**src/rtl/vigna_pkg.sv**
```systemverilog
// Shared constants and types for the vigna instruction fetch path.
package vigna_pkg;

    localparam int unsigned XLEN        = 32;
    localparam int unsigned INSTR_BYTES = 4;
    localparam logic [31:0] NOP_INSTR   = 32'h0000_0013;

    // Prefetch request tracker: no request, request whose data is kept,
    // request whose data is thrown away once it returns.
    typedef enum logic [1:0] {
        PF_IDLE,
        PF_FETCH,
        PF_DISCARD
    } pf_state_e;

endpackage

```
**src/rtl/vigna_sync_fifo.sv**
```systemverilog
// Single-clock FIFO with combinational head read, synchronous clear and
// occupancy count. Pointers wrap naturally on log2(DEPTH) bits.
module vigna_sync_fifo #(
    parameter int unsigned DEPTH = 4,
    parameter int unsigned WIDTH = 32
) (
    input  logic                         clk,
    input  logic                         resetn,
    input  logic                         push,
    input  logic                         pop,
    input  logic                         clear,
    input  logic [WIDTH-1:0]             wdata,
    output logic [WIDTH-1:0]             rdata,
    output logic [$clog2(DEPTH+1)-1:0]   count
);

    localparam int unsigned PW = $clog2(DEPTH);
    localparam int unsigned CW = $clog2(DEPTH + 1);

    logic [WIDTH-1:0] mem [DEPTH];
    logic [PW-1:0]    wr_ptr;
    logic [PW-1:0]    rd_ptr;
    logic             do_push;
    logic             do_pop;

    // Pop needs data present; push into a full FIFO is allowed only
    // when a pop frees the head slot in the same cycle.
    always_comb begin
        do_pop  = pop && (count != '0);
        do_push = push && ((count != CW'(DEPTH)) || do_pop);
    end

    assign rdata = mem[rd_ptr];

    // Pointer and occupancy bookkeeping; clear overrides push/pop.
    always_ff @(posedge clk or negedge resetn) begin
        if (!resetn) begin
            wr_ptr <= '0;
            rd_ptr <= '0;
            count  <= '0;
        end else if (clear) begin
            wr_ptr <= '0;
            rd_ptr <= '0;
            count  <= '0;
        end else begin
            if (do_push) wr_ptr <= wr_ptr + PW'(1);
            if (do_pop)  rd_ptr <= rd_ptr + PW'(1);
            count <= count + CW'(do_push) - CW'(do_pop);
        end
    end

    // Storage write; contents are don't-care until pushed.
    always_ff @(posedge clk) begin
        if (do_push && !clear) mem[wr_ptr] <= wdata;
    end

endmodule

```
**src/rtl/vigna_ifetch_prefetch.sv**
```systemverilog
// Sequential instruction prefetch buffer between the vigna core fetch port
// and instruction memory. Streams ahead at +4 while the core keeps hitting,
// and flushes/redirects when the core leaves the stream or on flush.
module vigna_ifetch_prefetch #(
    parameter int unsigned DEPTH = 4,
    parameter int unsigned XLEN  = 32
) (
    input  logic            clk,
    input  logic            resetn,
    input  logic            flush,
    input  logic            c_valid,
    input  logic [XLEN-1:0] c_addr,
    output logic            c_ready,
    output logic [XLEN-1:0] c_rdata,
    output logic            m_valid,
    output logic [XLEN-1:0] m_addr,
    input  logic            m_ready,
    input  logic [XLEN-1:0] m_rdata
);
    import vigna_pkg::*;

    localparam int unsigned CW = $clog2(DEPTH + 1);
    localparam logic [XLEN-1:0] STEP = XLEN'(INSTR_BYTES);

    pf_state_e       state;
    logic [XLEN-1:0] head_addr;
    logic [XLEN-1:0] fetch_addr;
    logic            stream_valid;

    logic [XLEN-1:0] fifo_rdata;
    logic [CW-1:0]   fifo_count;

    logic            eval;
    logic [XLEN-1:0] c_word;
    logic            addr_match;
    logic            do_hit;
    logic            do_miss;
    logic            fifo_clear;
    logic            fifo_push;
    logic [CW-1:0]   count_nxt;
    logic            sv_nxt;
    logic [XLEN-1:0] fetch_nxt;
    logic            req_held;
    logic            issue;

    vigna_sync_fifo #(
        .DEPTH (DEPTH),
        .WIDTH (XLEN)
    ) u_fifo (
        .clk    (clk),
        .resetn (resetn),
        .push   (fifo_push),
        .pop    (do_hit),
        .clear  (fifo_clear),
        .wdata  (m_rdata),
        .rdata  (fifo_rdata),
        .count  (fifo_count)
    );

    // Request classification and post-edge view of stream/FIFO, used so
    // a new memory request can be issued on the same edge that frees the
    // tracker (back-to-back, or straight after a redirect).
    always_comb begin
        eval       = c_valid && !c_ready;
        c_word     = c_addr & ~XLEN'(3);
        addr_match = stream_valid && (c_word == head_addr);
        do_hit     = !flush && eval && addr_match && (fifo_count != '0);
        do_miss    = !flush && eval && !addr_match;
        fifo_clear = flush || do_miss;
        fifo_push  = (state == PF_FETCH) && m_ready && !fifo_clear;

        count_nxt = fifo_count + CW'(fifo_push) - CW'(do_hit);
        if (fifo_clear) count_nxt = '0;

        sv_nxt = stream_valid;
        if (do_miss) sv_nxt = 1'b1;
        if (flush)   sv_nxt = 1'b0;

        fetch_nxt = fetch_addr;
        if (fifo_push) fetch_nxt = fetch_addr + STEP;
        if (do_miss)   fetch_nxt = c_word;

        req_held = (state != PF_IDLE) && !m_ready;
        issue    = !req_held && sv_nxt && (count_nxt < CW'(DEPTH));
    end

    // Stream pointers, core response and memory request FSM.
    always_ff @(posedge clk or negedge resetn) begin
        if (!resetn) begin
            state        <= PF_IDLE;
            head_addr    <= '0;
            fetch_addr   <= '0;
            stream_valid <= 1'b0;
            c_ready      <= 1'b0;
            c_rdata      <= '0;
            m_valid      <= 1'b0;
            m_addr       <= '0;
        end else begin
            c_ready <= do_hit;
            if (do_hit) begin
                c_rdata   <= fifo_rdata;
                head_addr <= head_addr + STEP;
            end
            if (do_miss) head_addr <= c_word;
            stream_valid <= sv_nxt;
            fetch_addr   <= fetch_nxt;

            if (req_held) begin
                // Outstanding request must complete unchanged; its data is
                // only useful if the stream survived.
                if ((state == PF_FETCH) && fifo_clear) state <= PF_DISCARD;
            end else if (issue) begin
                state   <= PF_FETCH;
                m_valid <= 1'b1;
                m_addr  <= fetch_nxt;
            end else begin
                state   <= PF_IDLE;
                m_valid <= 1'b0;
            end
        end
    end

endmodule
```
**config.mk**
```make
export PLATFORM = sky130hd
export DESIGN_NAME = vigna_ifetch_prefetch
export DESIGN_NICKNAME = d
export VERILOG_FILES = /design/src/rtl/vigna_pkg.sv /design/src/rtl/vigna_sync_fifo.sv /design/src/rtl/vigna_ifetch_prefetch.sv
export SDC_FILE = /design/constraint.sdc
export NUM_CORES = 1
export LEC_CHECK = 0
export CAP_MARGIN = 20
export CORE_ASPECT_RATIO = 1.1
export CORE_MARGIN = 10
export CORE_UTILIZATION = 45
export DETAILED_ROUTE_END_ITERATION = 8
export HOLD_SLACK_MARGIN = 0.02
export MAX_ROUTING_LAYER = met4
export PLACE_DENSITY_LB_ADDON = 0.15
export REMOVE_ABC_BUFFERS = 1
export SLEW_MARGIN = 10
export SYNTH_ARGS = -nofsm -noshare
export SYNTH_HDL_FRONTEND = slang
export SYNTH_SLANG_ARGS = --single-unit
```
**constraint.sdc**
```tcl
create_clock -name clk -period 5.79 [get_ports clk]
set_clock_uncertainty 0.05 [all_clocks]
set_input_delay 0.8685 -clock clk [delete_from_list [all_inputs] [get_ports clk]]
set_output_delay 0.8685 -clock clk [all_outputs]
set_load 0.05 [all_outputs]
```
==> results.sh, run 1 <==
export IMPL_run_status="finished, final reports clean"
export IMPL_total_power_uw=4761
export IMPL_detailed_place_hpwl_mm=18.83
export IMPL_gr_usage_met1=0.2149
export IMPL_fillCellCount=2228
export IMPL_die_height_um=191.1
export IMPL_worstPathRequired_ps=6180
export IMPL_io_buffers=132
export IMPL_cp_max_fo=16
export IMPL_synth_seq_area_share=0.6093
export IMPL_drtIter0Drc=648
export IMPL_postRouteAntennaNets=0
export IMPL_first_pass_drt_iterations=6
export IMPL_number_of_antenna_violations_at_the_first_check_in_global_routing=0
export IMPL_globalRouteMet3Util=0.02960
export IMPL_synth_edff_count=128
export IMPL_cts_max_path_buffers=3
export IMPL_busiest_layer="met2"
export IMPL_antenna_diode_count=0
export IMPL_synth_ff_type="sky130_fd_sc_hd__dfrtp_1"
export IMPL_headroom_to_the_max_slew_limit=0.3578
export IMPL_final_nets=1149
export IMPL_maximum_number_of_pins_on_one_net_before_global_route_repair=97
export IMPL_end_kind="flip-flop"
export IMPL_design_core_area_um2=26140
export IMPL_cts_resized=0
export IMPL_routed_via_count=7924
export IMPL_maxCapViolCount=0
export IMPL_hold_slack_ps=362.6
export IMPL_max_freq_mhz=212.0
export IMPL_detail_route_wirelength_mm=29.17
export IMPL_cts_tree="done"
export IMPL_globalRouteTotalUtil=0.1780
export IMPL_gr_usage_met2=0.3024
export IMPL_setup_tns_final_ps=0
export IMPL_io_pins=135
export IMPL_routedWlPerCell_um=20.20
export IMPL_syn_area_per_cell_um2=12.67
export IMPL_clkTransAtPathRegs_ps=60
export IMPL_setup_reg_to_reg_worst_slack_ps=1530
export IMPL_hold_viol_final=0
export IMPL_min_period_ps=4717
export IMPL_timing_worst_slew_pin_value_ps=963.3
export IMPL_dieWidth_um=175.5
export IMPL_layout_drive_gt1_share=0.1227
export IMPL_mappedNetlistArea_um2=11980
export IMPL_ys_ff_latch=266
export IMPL_ys_warn_count=0
export IMPL_drc=0
export IMPL_ir_worst_vdd_mv=0.3348
export IMPL_grt_pass1_vias=8483
export IMPL_worst_hold_path_type="in -> async"
export IMPL_gp_congestion=0.8264
export IMPL_rsz0062_at_grt="no"
export IMPL_post_synth_inst_count=945
export IMPL_worstRegToRegCells=13
export IMPL_cts_post_setup_buffers_inserted=0
export IMPL_timing_critical_path_arrival_ps=5110
export IMPL_floorplan_die_area_um2=33540
export IMPL_area_grow_syn2layout_pct=21.32
export IMPL_rows=62
export IMPL_grt_pass1_wl_mm=46.37
export IMPL_fin_util=0.5558
export IMPL_power_density_nw_per_um2=327.7
export IMPL_grt_overflow=0
export IMPL_initial_core_util=0.4581
export IMPL_cts_sink_count=266
export IMPL_synth_lib_cells_used_distinct=68
export IMPL_vias_per_cell=5.488
export IMPL_p_leak_uw=0.005549
export IMPL_final_max_slew_viol_count=0
export IMPL_sort_of_element_at_the_start_of_the_critical_path="input pin"
export IMPL_number_of_buffers_inserted_by_hold_repair_at_cts=0
export IMPL_worst_setup_path_type="in -> reg"
export IMPL_htree_num_levels=1
export IMPL_clock_root_buffer="sky130_fd_sc_hd__clkbuf_16"
export IMPL_cts_buffers=28
export IMPL_finalCritPeriodShare=0.8146
export IMPL_number_of_setup_violations_in_the_final_report=0
export IMPL_clkLatencyLatePin_ps=540
export IMPL_async_reset_ff_frac=0.5188
synth_stat cells (3+ instances only):
master | instances | area, um2
sky130_fd_sc_hd__o211ai_1 | 3 | 22.52
sky130_fd_sc_hd__o21ai_0 | 4 | 20.02
sky130_fd_sc_hd__and4_1 | 6 | 52.55
sky130_fd_sc_hd__nand3_1 | 32 | 160.2
sky130_fd_sc_hd__a21o_1 | 3 | 22.52
sky130_fd_sc_hd__nand4_2 | 3 | 37.54
sky130_fd_sc_hd__xnor2_1 | 21 | 183.9
sky130_fd_sc_hd__xor2_1 | 44 | 385.4
sky130_fd_sc_hd__o221ai_2 | 10 | 150.1
sky130_fd_sc_hd__nand4_1 | 14 | 87.58
sky130_fd_sc_hd__and2_1 | 8 | 50.05
sky130_fd_sc_hd__a22o_1 | 6 | 52.55
sky130_fd_sc_hd__mux4_2 | 32 | 720.7
sky130_fd_sc_hd__o22ai_1 | 10 | 62.56
sky130_fd_sc_hd__nor3_1 | 25 | 125.1
sky130_fd_sc_hd__o221a_2 | 3 | 33.78
sky130_fd_sc_hd__buf_2 | 26 | 130.1
sky130_fd_sc_hd__or3_1 | 5 | 31.28
sky130_fd_sc_hd__o21ai_1 | 6 | 30.03
sky130_fd_sc_hd__nor4_1 | 15 | 93.84
sky130_fd_sc_hd__a21oi_1 | 34 | 170.2
sky130_fd_sc_hd__a221o_1 | 24 | 240.2
sky130_fd_sc_hd__mux2_2 | 3 | 33.78
sky130_fd_sc_hd__edfxtp_1 | 128 | 3844
sky130_fd_sc_hd__clkbuf_1 | 16 | 60.06
sky130_fd_sc_hd__nand2_1 | 146 | 548.0
sky130_fd_sc_hd__nand2b_1 | 4 | 25.02
sky130_fd_sc_hd__nor3b_1 | 4 | 30.03
sky130_fd_sc_hd__nor2_1 | 54 | 202.7
sky130_fd_sc_hd__a22oi_1 | 3 | 22.52
sky130_fd_sc_hd__dfrtp_1 | 138 | 3453
sky130_fd_sc_hd__and3_1 | 18 | 112.6
sky130_fd_sc_hd__inv_1 | 34 | 127.6
sky130_fd_sc_hd__nor4_2 | 6 | 75.07
sky130_fd_sc_hd__o221ai_1 | 7 | 61.31
sky130_fd_sc_hd__ha_1 | 9 | 112.6
sky130_fd_sc_hd__buf_6 | 3 | 33.78
per-stage QoR:
step           instance area (um2)  setup WS, ps  instances
2_1_floorplan                11730         325.7        896
3_3_place_gp                 13600         564.9       1392
3_5_place_dp                 13600         581.5       1392
4_1_cts                      14530          1117       1444
5_1_grt                      14530         879.3       1444
6_report                     14530          1073       1444
metal layers:
metal / wire length, um / vias up
li1: - / 3742
met1: 12270 / 3955
met2: 14740 / 180
met3: 1400 / 47
met4: 761 / 0
met5: 0 / -
state kept, by name, summed over array words and instances, names as in the netlist:
| register | flops |
|---|---|
| m_addr | 32 |
| state | 2 |
| stream_valid | 1 |
| m_valid | 1 |
| head_addr | 30 |
| u_fifo.mem | 128 |
| u_fifo.count | 3 |
| c_ready | 1 |
| u_fifo.wr_ptr | 2 |
| c_rdata | 32 |
| fetch_addr | 32 |
| u_fifo.rd_ptr | 2 |
worst max-delay path, stage by stage:
cell	delay, ps
sky130_fd_sc_hd__clkdlybuf4s50_1	510
sky130_fd_sc_hd__xor2_1	230
sky130_fd_sc_hd__nor4_1	520
sky130_fd_sc_hd__and4_1	500
sky130_fd_sc_hd__nand3_2	130
sky130_fd_sc_hd__inv_2	80
sky130_fd_sc_hd__ha_1	180
sky130_fd_sc_hd__inv_1	60
sky130_fd_sc_hd__ha_1	260
sky130_fd_sc_hd__a31oi_1	190
sky130_fd_sc_hd__xor2_1	100
sky130_fd_sc_hd__nor3_1	620
sky130_fd_sc_hd__nand2_2	490
sky130_fd_sc_hd__o221ai_1	340
power breakdown:
group / switching, uW / internal [uW] / leakage, uW / total [uW]
sequential: 109 / 2110 / 0.00288 / 2220
clock: 735 / 1070 / 0.000456 / 1800
combinational: 456 / 281 / 0.00222 / 738
cell type report:
cell class	instances	area [um2]	area share
flip-flops and latches	266	7300	0.5024
multi-input cells	595	4312	0.2968
clock inverters	12	116.4	0.008009
well taps	352	440.4	0.03031
inverters	35	131.4	0.009042
clock buffers	40	817.0	0.05624
repair buffers	144	1413	0.09723
placed cells by master, fill, tap and decap left out, types with 7 or more instances in the layout:
cell,Yosys,routed
sky130_fd_sc_hd__and3_1,18,14
sky130_fd_sc_hd__o22ai_1,10,10
sky130_fd_sc_hd__inv_1,34,34
sky130_fd_sc_hd__xor2_1,44,44
sky130_fd_sc_hd__ha_1,9,9
sky130_fd_sc_hd__a21oi_1,34,34
sky130_fd_sc_hd__nor3_1,25,25
sky130_fd_sc_hd__and2_1,8,8
sky130_fd_sc_hd__clkbuf_16,0,29
sky130_fd_sc_hd__nor4_1,15,15
sky130_fd_sc_hd__o221ai_1,7,7
sky130_fd_sc_hd__xnor2_1,21,21
sky130_fd_sc_hd__clkdlybuf4s50_1,0,131
sky130_fd_sc_hd__nor2_1,54,54
sky130_fd_sc_hd__buf_4,2,12
sky130_fd_sc_hd__mux4_2,32,32
sky130_fd_sc_hd__nand3_1,32,32
sky130_fd_sc_hd__edfxtp_1,128,128
sky130_fd_sc_hd__a221o_1,24,24
sky130_fd_sc_hd__nand2_1,146,146
sky130_fd_sc_hd__o221ai_2,10,10
sky130_fd_sc_hd__nand4_1,14,14
sky130_fd_sc_hd__dfrtp_1,138,136
kinds of logic (layout without fill, tap and decap cells):
group                      after synthesis  in the layout  share of synthesized area
and+or+nand+nor                        354            354                     0.1488
adders and majority gates               10             10                    0.01108
buffers and inverters                   84            231                    0.03166
DFF                                    266            266                     0.6093
AOI/OAI and AO/OA                      130            130                    0.08777
xor gates and xnor gates                65             65                    0.04754
muxes                                   36             36                    0.06384
path summary, 6_finish.rpt:
path / start / endpoint
setup / recovery: c_addr[21] / m_addr[10]
min in group clk: c_rdata[22] / c_rdata[22]
max in group asynchronous: resetn / c_rdata[16]
setup reg to reg: head_addr[21] / m_addr[10]
hold / removal: resetn / m_addr[12]
hold reg to reg: c_rdata[22] / c_rdata[22]
No activity file was read; power rests on OpenSTA's default activity.
==> inputs of run 2 (changes only) <==
==> constraint.sdc (replaced) <==
create_clock -name clk -period 4.2 [get_ports clk]
set_clock_uncertainty 0.05 [all_clocks]
set_input_delay 0.63 -clock clk [delete_from_list [all_inputs] [get_ports clk]]
set_output_delay 0.63 -clock clk [all_outputs]
set_load 0.05 [all_outputs]
==> run 2 against run 1 <==
Worst hold slack got worse by 220 ps. Sequential power rose by 38%. Non-clock buffer count rose by 35. Power rose by 43%. Highest routed layer unchanged. Combinational power rose by 45%. Routed wire length rose by 3.5%. Final cell count rose by 2.4%.
==> results.sh, run 2 (synthesis results as in run 1) <==
export IMPL_run_status="finished, final reports clean"
export IMPL_antenna_diode_count=0
export IMPL_layout_commonest_cell="sky130_fd_sc_hd__nand2_1"
export IMPL_htree_num_levels=1
export IMPL_largest_reg_flops=128
export IMPL_number_of_setup_violations_in_the_final_report=0
export IMPL_final_max_slew_viol_count=0
export IMPL_switching_share=0.2718
export IMPL_detail_route_wirelength_mm=30.19
export IMPL_hold_slack_ps=142.0
export IMPL_power_density_nw_per_um2=453.7
export IMPL_dieWidth_um=175.5
export IMPL_largest_register="u_fifo.mem"
export IMPL_initial_core_util=0.4581
export IMPL_timing_critical_path_arrival_ps=3990
export IMPL_grt_pass1_vias=8639
export IMPL_clock_group_share_of_total_power=0.393
export IMPL_cts_post_setup_buffers_inserted=0
export IMPL_number_of_antenna_violations_at_the_first_check_in_global_routing=0
export IMPL_drtIter0Drc=555
export IMPL_hold_viol_final=0
export IMPL_floorplan_die_area_um2=33540
export IMPL_ff_latch_area_um2=7300
export IMPL_area_grow_syn2layout_pct=25.31
export IMPL_sort_of_element_at_the_start_of_the_critical_path="input pin"
export IMPL_cp_max_fo=8
export IMPL_busiest_layer="met2"
export IMPL_io_buffers=132
export IMPL_power_combinational_fraction=0.157
export IMPL_cellInternalPower_uw=4958
export IMPL_layout_drive_gt1_share=0.1526
export IMPL_design_core_area_um2=26140
export IMPL_gr_usage_met1=0.2177
export IMPL_layout_common_cells="sky130_fd_sc_hd__nand2_1, sky130_fd_sc_hd__dfrtp_1, sky130_fd_sc_hd__clkdlybuf4s50_1"
export IMPL_cts_tree="done"
export IMPL_multi_input_area_um2=4312
export IMPL_cts_resized=0
export IMPL_clkLatencyLatePin_ps=540
export IMPL_total_power_uw=6808
export IMPL_io_pins=135
export IMPL_maxCapViolCount=0
export IMPL_vias_per_cell=5.508
export IMPL_die_height_um=191.1
export IMPL_routed_via_count=8146
export IMPL_worst_hold_path_type="in -> async"
export IMPL_headroom_to_the_max_slew_limit=0.3427
export IMPL_rsz0062_at_grt="no"
export IMPL_routedWlPerCell_um=20.41
export IMPL_clock_root_buffer="sky130_fd_sc_hd__clkbuf_16"
export IMPL_grt_overflow=0
export IMPL_worstPathRequired_ps=4570
export IMPL_first_pass_drt_iterations=5
export IMPL_gr_usage_met2=0.3157
export IMPL_fillCellCount=2213
export IMPL_cts_buffers=28
export IMPL_detailed_place_hpwl_mm=19.93
export IMPL_max_freq_mhz=275.9
export IMPL_gp_congestion=0.8458
export IMPL_p_leak_uw=0.005792
export IMPL_drc=0
export IMPL_postRouteAntennaNets=0
export IMPL_power_sequential_fraction=0.450
export IMPL_maximum_number_of_pins_on_one_net_before_global_route_repair=100
export IMPL_rows=62
export IMPL_timing_worst_slew_pin_value_ps=985.9
export IMPL_worst_setup_path_type="in -> reg"
export IMPL_end_kind="flip-flop"
export IMPL_grt_pass1_wl_mm=47.87
export IMPL_clkTransAtPathRegs_ps=60
export IMPL_globalRouteTotalUtil=0.1836
export IMPL_final_nets=1184
export IMPL_cts_sink_count=266
export IMPL_cts_max_path_buffers=3
export IMPL_switching_power_uw=1850
export IMPL_min_period_ps=3625
export IMPL_number_of_buffers_inserted_by_hold_repair_at_cts=0
export IMPL_globalRouteMet3Util=0.03177
export IMPL_ir_worst_vdd_mv=0.3204
export IMPL_finalCritPeriodShare=0.8630
## run 2: worst max-delay path, cell delays in order
cell and delay (ps):
sky130_fd_sc_hd__clkdlybuf4s50_1 470, sky130_fd_sc_hd__xor2_1 210, sky130_fd_sc_hd__nor4_1 350, sky130_fd_sc_hd__buf_4 180
sky130_fd_sc_hd__and4_1 280, sky130_fd_sc_hd__nand3_2 110, sky130_fd_sc_hd__inv_2 70, sky130_fd_sc_hd__ha_1 170
sky130_fd_sc_hd__inv_1 50, sky130_fd_sc_hd__ha_1 260, sky130_fd_sc_hd__a31oi_1 210, sky130_fd_sc_hd__xor2_1 110
sky130_fd_sc_hd__nor3_1 180, sky130_fd_sc_hd__buf_4 180, sky130_fd_sc_hd__nor2_4 50, sky130_fd_sc_hd__buf_12 180
sky130_fd_sc_hd__a221o_1 300
## run 2: layer usage
layer,part of all wire,wire length [um]
met2,0.51,15370
met5,0,0
met1,0.42,12710
met4,0.026,779
met3,0.044,1331
## run 2: per-stage QoR
stage | cells | cell area [um2] | TNS [ps] | util | worst slack (ps)
after global routing | 1479 | 15010 | 0 | 0.5740 | 368.3
after detailed placement | 1427 | 14000 | -6.160 | 0.5354 | -6.160
after CTS | 1479 | 15010 | 0 | 0.5740 | 546.9
final | 1479 | 15010 | 0 | 0.5740 | 575.3
after global placement | 1427 | 14000 | 0 | 0.5354 | 91.86
after floorplan | 896 | 11730 | -29980 | - | -1026
## run 2: cell type report
type | instances | area share
clock buffers | 34 | 0.05161
clock inverters | 18 | 0.01568
inverters | 35 | 0.008755
multi-input cells | 595 | 0.2873
flip-flops and latches | 266 | 0.4865
well taps | 352 | 0.02935
repair buffers | 179 | 0.1208
## run 2: power groups by stage
stage          registers, uW  clock network (uW)  logic [uW]
5_1_grt                 3090                2830        1150
4_1_cts                 3060                2730        1090
6_report                3060                2680        1070
3_3_place_gp            3110                   0        1070
3_5_place_dp            3110                   0        1080
2_1_floorplan           3350                   0         372
## run 2: worst paths after layout
check | startpoint | endpoint | slack (ps) | cells past startpoint
min | resetn | m_addr[12] | 140 | 1
min reg2reg | c_rdata[2] | c_rdata[2] | 410 | 2
max reg2reg | head_addr[3] | m_addr[8] | 730 | 16
max | c_addr[3] | m_addr[8] | 580 | 17
max in group asynchronous | resetn | c_rdata[1] | 3160 | 2
min in group clk | c_rdata[2] | c_rdata[2] | 410 | 2
==> inputs of run 3 (changes only) <==
==> constraint.sdc (replaced) <==
create_clock -name clk -period 3.9 [get_ports clk]
set_clock_uncertainty 0.05 [all_clocks]
set_input_delay 0.585 -clock clk [delete_from_list [all_inputs] [get_ports clk]]
set_output_delay 0.585 -clock clk [all_outputs]
set_load 0.05 [all_outputs]
==> run 3 against run 2 <==
Global-route usage rose by 0.39 points. First-iteration DRC count fell by 13%. Sequential power rose by 7.8%. Register-to-register slack got worse by 150 ps. Count of clock-buffer cells in the layout rose by 4. Critical path depth fell by 1. Clock power fell by 4%. Largest power group unchanged. Core utilization rose by 0.096 points. Final cell count rose by 1.4%. Combinational power rose by 9%. Worst hold slack got worse by 78 ps.
==> results.sh, run 3 (synthesis results as in run 1) <==
export IMPL_finalCritPeriodShare=0.8874
export IMPL_gr_usage_met2=0.3201
export IMPL_detailed_place_hpwl_mm=20.53
export IMPL_drtIter0Drc=485
export IMPL_worstPathRequired_ps=4250
export IMPL_grt_pass1_vias=8661
export IMPL_cp_num_buf_inv=5
export IMPL_run_status="finished, final reports clean"
export IMPL_detail_route_wirelength_mm=30.71
export IMPL_clkTransAtPathRegs_ps=60
export IMPL_hold_viol_final=0
export IMPL_drc=0
export IMPL_number_of_antenna_violations_at_the_first_check_in_global_routing=0
export IMPL_cts_buffers=28
export IMPL_globalRouteMet3Util=0.03276
export IMPL_floorplan_die_area_um2=33540
export IMPL_cts_resized=0
export IMPL_slowest_cell_on_the_critical_path="sky130_fd_sc_hd__clkdlybuf4s50_1"
export IMPL_die_height_um=191.1
export IMPL_layout_commonest_cell="sky130_fd_sc_hd__nand2_1"
export IMPL_globalRouteTotalUtil=0.1875
export IMPL_io_buffers=132
export IMPL_routed_via_count=8202
export IMPL_htree_num_levels=1
export IMPL_cp_max_fo=13
export IMPL_initial_core_util=0.4581
export IMPL_headroom_to_the_max_slew_limit=0.4019
export IMPL_design_area_um2=15030
export IMPL_dp_cells=1448
export IMPL_maximum_number_of_pins_on_one_net_before_global_route_repair=92
export IMPL_fin_cells=1500
export IMPL_final_nets=1205
export IMPL_dieWidth_um=175.5
export IMPL_setup_tns_final_ps=0
export IMPL_gr_usage_met1=0.2221
export IMPL_routedWlPerCell_um=20.47
export IMPL_cts_tree="done"
export IMPL_cp_cell_sequence="clkdlybuf4s50_1, xor2_1, nor4_1, buf_4, and4_1, nand3_2, inv_2, ha_1, inv_1, ha_1, a31oi_1, xor2_1, or3_1, o21ai_2, buf_12, o221ai_1"
export IMPL_final_max_slew_viol_count=0
export IMPL_clock_root_buffer="sky130_fd_sc_hd__clkbuf_16"
export IMPL_timing_worst_slew_pin_value_ps=897.1
export IMPL_max_freq_mhz=289.0
export IMPL_p_leak_uw=0.005842
export IMPL_detailed_place_area_um2=14150
export IMPL_cts_max_path_buffers=3
export IMPL_vias_per_cell=5.468
export IMPL_layout_common_cells="sky130_fd_sc_hd__nand2_1, sky130_fd_sc_hd__dfrtp_1, sky130_fd_sc_hd__clkdlybuf4s50_1"
export IMPL_first_pass_drt_iterations=5
export IMPL_power_density_nw_per_um2=467.8
export IMPL_ir_worst_vdd_mv=0.3916
export IMPL_hold_slack_ps=64.05
export IMPL_grt_pass1_wl_mm=48.59
export IMPL_rsz0062_at_grt="no"
export IMPL_grt_overflow=0
export IMPL_worst_hold_path_type="in -> async"
export IMPL_timing_critical_path_max_delay_family="simple AND/OR/NAND/NOR gates"
export IMPL_critPathMaxStageDelay_ps=490
export IMPL_cts_post_setup_buffers_inserted=0
export IMPL_worst_setup_path_type="in -> reg"
export IMPL_fin_util=0.5750
export IMPL_design_core_area_um2=26140
export IMPL_clkLatencyLatePin_ps=540
export IMPL_end_kind="flip-flop"
export IMPL_setup_reg_to_reg_worst_slack_ps=580
export IMPL_io_pins=135
export IMPL_sort_of_element_at_the_start_of_the_critical_path="input pin"
export IMPL_largest_register="u_fifo.mem"
export IMPL_largest_reg_flops=128
export IMPL_cts_sink_count=266
export IMPL_gp_congestion=0.8464
export IMPL_number_of_setup_violations_in_the_final_report=0
export IMPL_maxCapViolCount=0
export IMPL_min_period_ps=3461
export IMPL_rows=62
export IMPL_busiest_layer="met2"
export IMPL_timing_critical_path_arrival_ps=3810
export IMPL_layout_drive_gt1_share=0.1611
export IMPL_area_grow_syn2layout_pct=25.51
export IMPL_postRouteAntennaNets=0
export IMPL_antenna_diode_count=0
export IMPL_number_of_buffers_inserted_by_hold_repair_at_cts=0
-- run 3: changes by cell type in the layout (fill, tap and decap cells not counted), sizes merged --
cell / before / now
buf: 48 / 69
bufinv: 5 / 2
clkbuf: 34 / 38
clkinv: 7 / 11
clkinvlp: 5 / 1
inv: 36 / 35
-- run 3: final cells by class --
cell class / count / area [um2]
flip-flops and latches: 266 / 7300
multi-input cells: 595 / 4312
clock buffers: 38 / 759.5
repair buffers: 200 / 1971
well taps: 352 / 440.4
clock inverters: 14 / 117.6
fillers: 2243 / 11110
inverters: 35 / 131.4
-- run 3: metal layers --
layer / wire [um] / vias to the layer above
li1: - / 3859
met1: 12590 / 4057
met2: 15450 / 227
met3: 1720 / 59
met4: 951 / 0
met5: 0 / -
-- run 3: path summary, 6_finish.rpt --
path	startpoint	to	cells after the start
worst min-delay path	resetn	m_addr[11]	1
worst max register to register	head_addr[14]	m_addr[10]	15
min in group clk	c_rdata[10]	c_rdata[10]	2
worst min register to register	c_rdata[10]	c_rdata[10]	2
max in group asynchronous	resetn	c_rdata[1]	2
worst max-delay path	c_addr[14]	m_addr[10]	16
-- run 3: per-stage QoR --
step           setup slack [ps]  total power [uW]
6_report                  439.3              7032
2_1_floorplan             -1308              4003
4_1_cts                   427.5              7117
3_5_place_dp             -122.5              4532
3_3_place_gp             -130.8              4511
5_1_grt                   229.5              7317
-- run 3: report_power, final --
| group | switching, uW | internal [uW] | leakage, uW | total, uW |
|---|---|---|---|---|
| clock network | 1070 | 1490 | 0.000430 | 2560 |
| registers | 165 | 3130 | 0.00288 | 3300 |
| logic | 700 | 469 | 0.00254 | 1170 |
| total | 1940 | 5090 | 0.00584 | 7030 |
-- run 3: worst reg2reg max path: stages, from the launching register on --
cell	delay, ps
sky130_fd_sc_hd__dfrtp_1	430
sky130_fd_sc_hd__xor2_1	180
sky130_fd_sc_hd__nor4_1	330
sky130_fd_sc_hd__buf_4	170
sky130_fd_sc_hd__and4_1	240
sky130_fd_sc_hd__nand3_2	110
sky130_fd_sc_hd__inv_2	70
sky130_fd_sc_hd__ha_1	160
sky130_fd_sc_hd__inv_1	50
sky130_fd_sc_hd__ha_1	260
sky130_fd_sc_hd__a31oi_1	200
sky130_fd_sc_hd__xor2_1	100
sky130_fd_sc_hd__or3_1	380
sky130_fd_sc_hd__o21ai_2	120
sky130_fd_sc_hd__buf_12	190
sky130_fd_sc_hd__o221ai_1	150
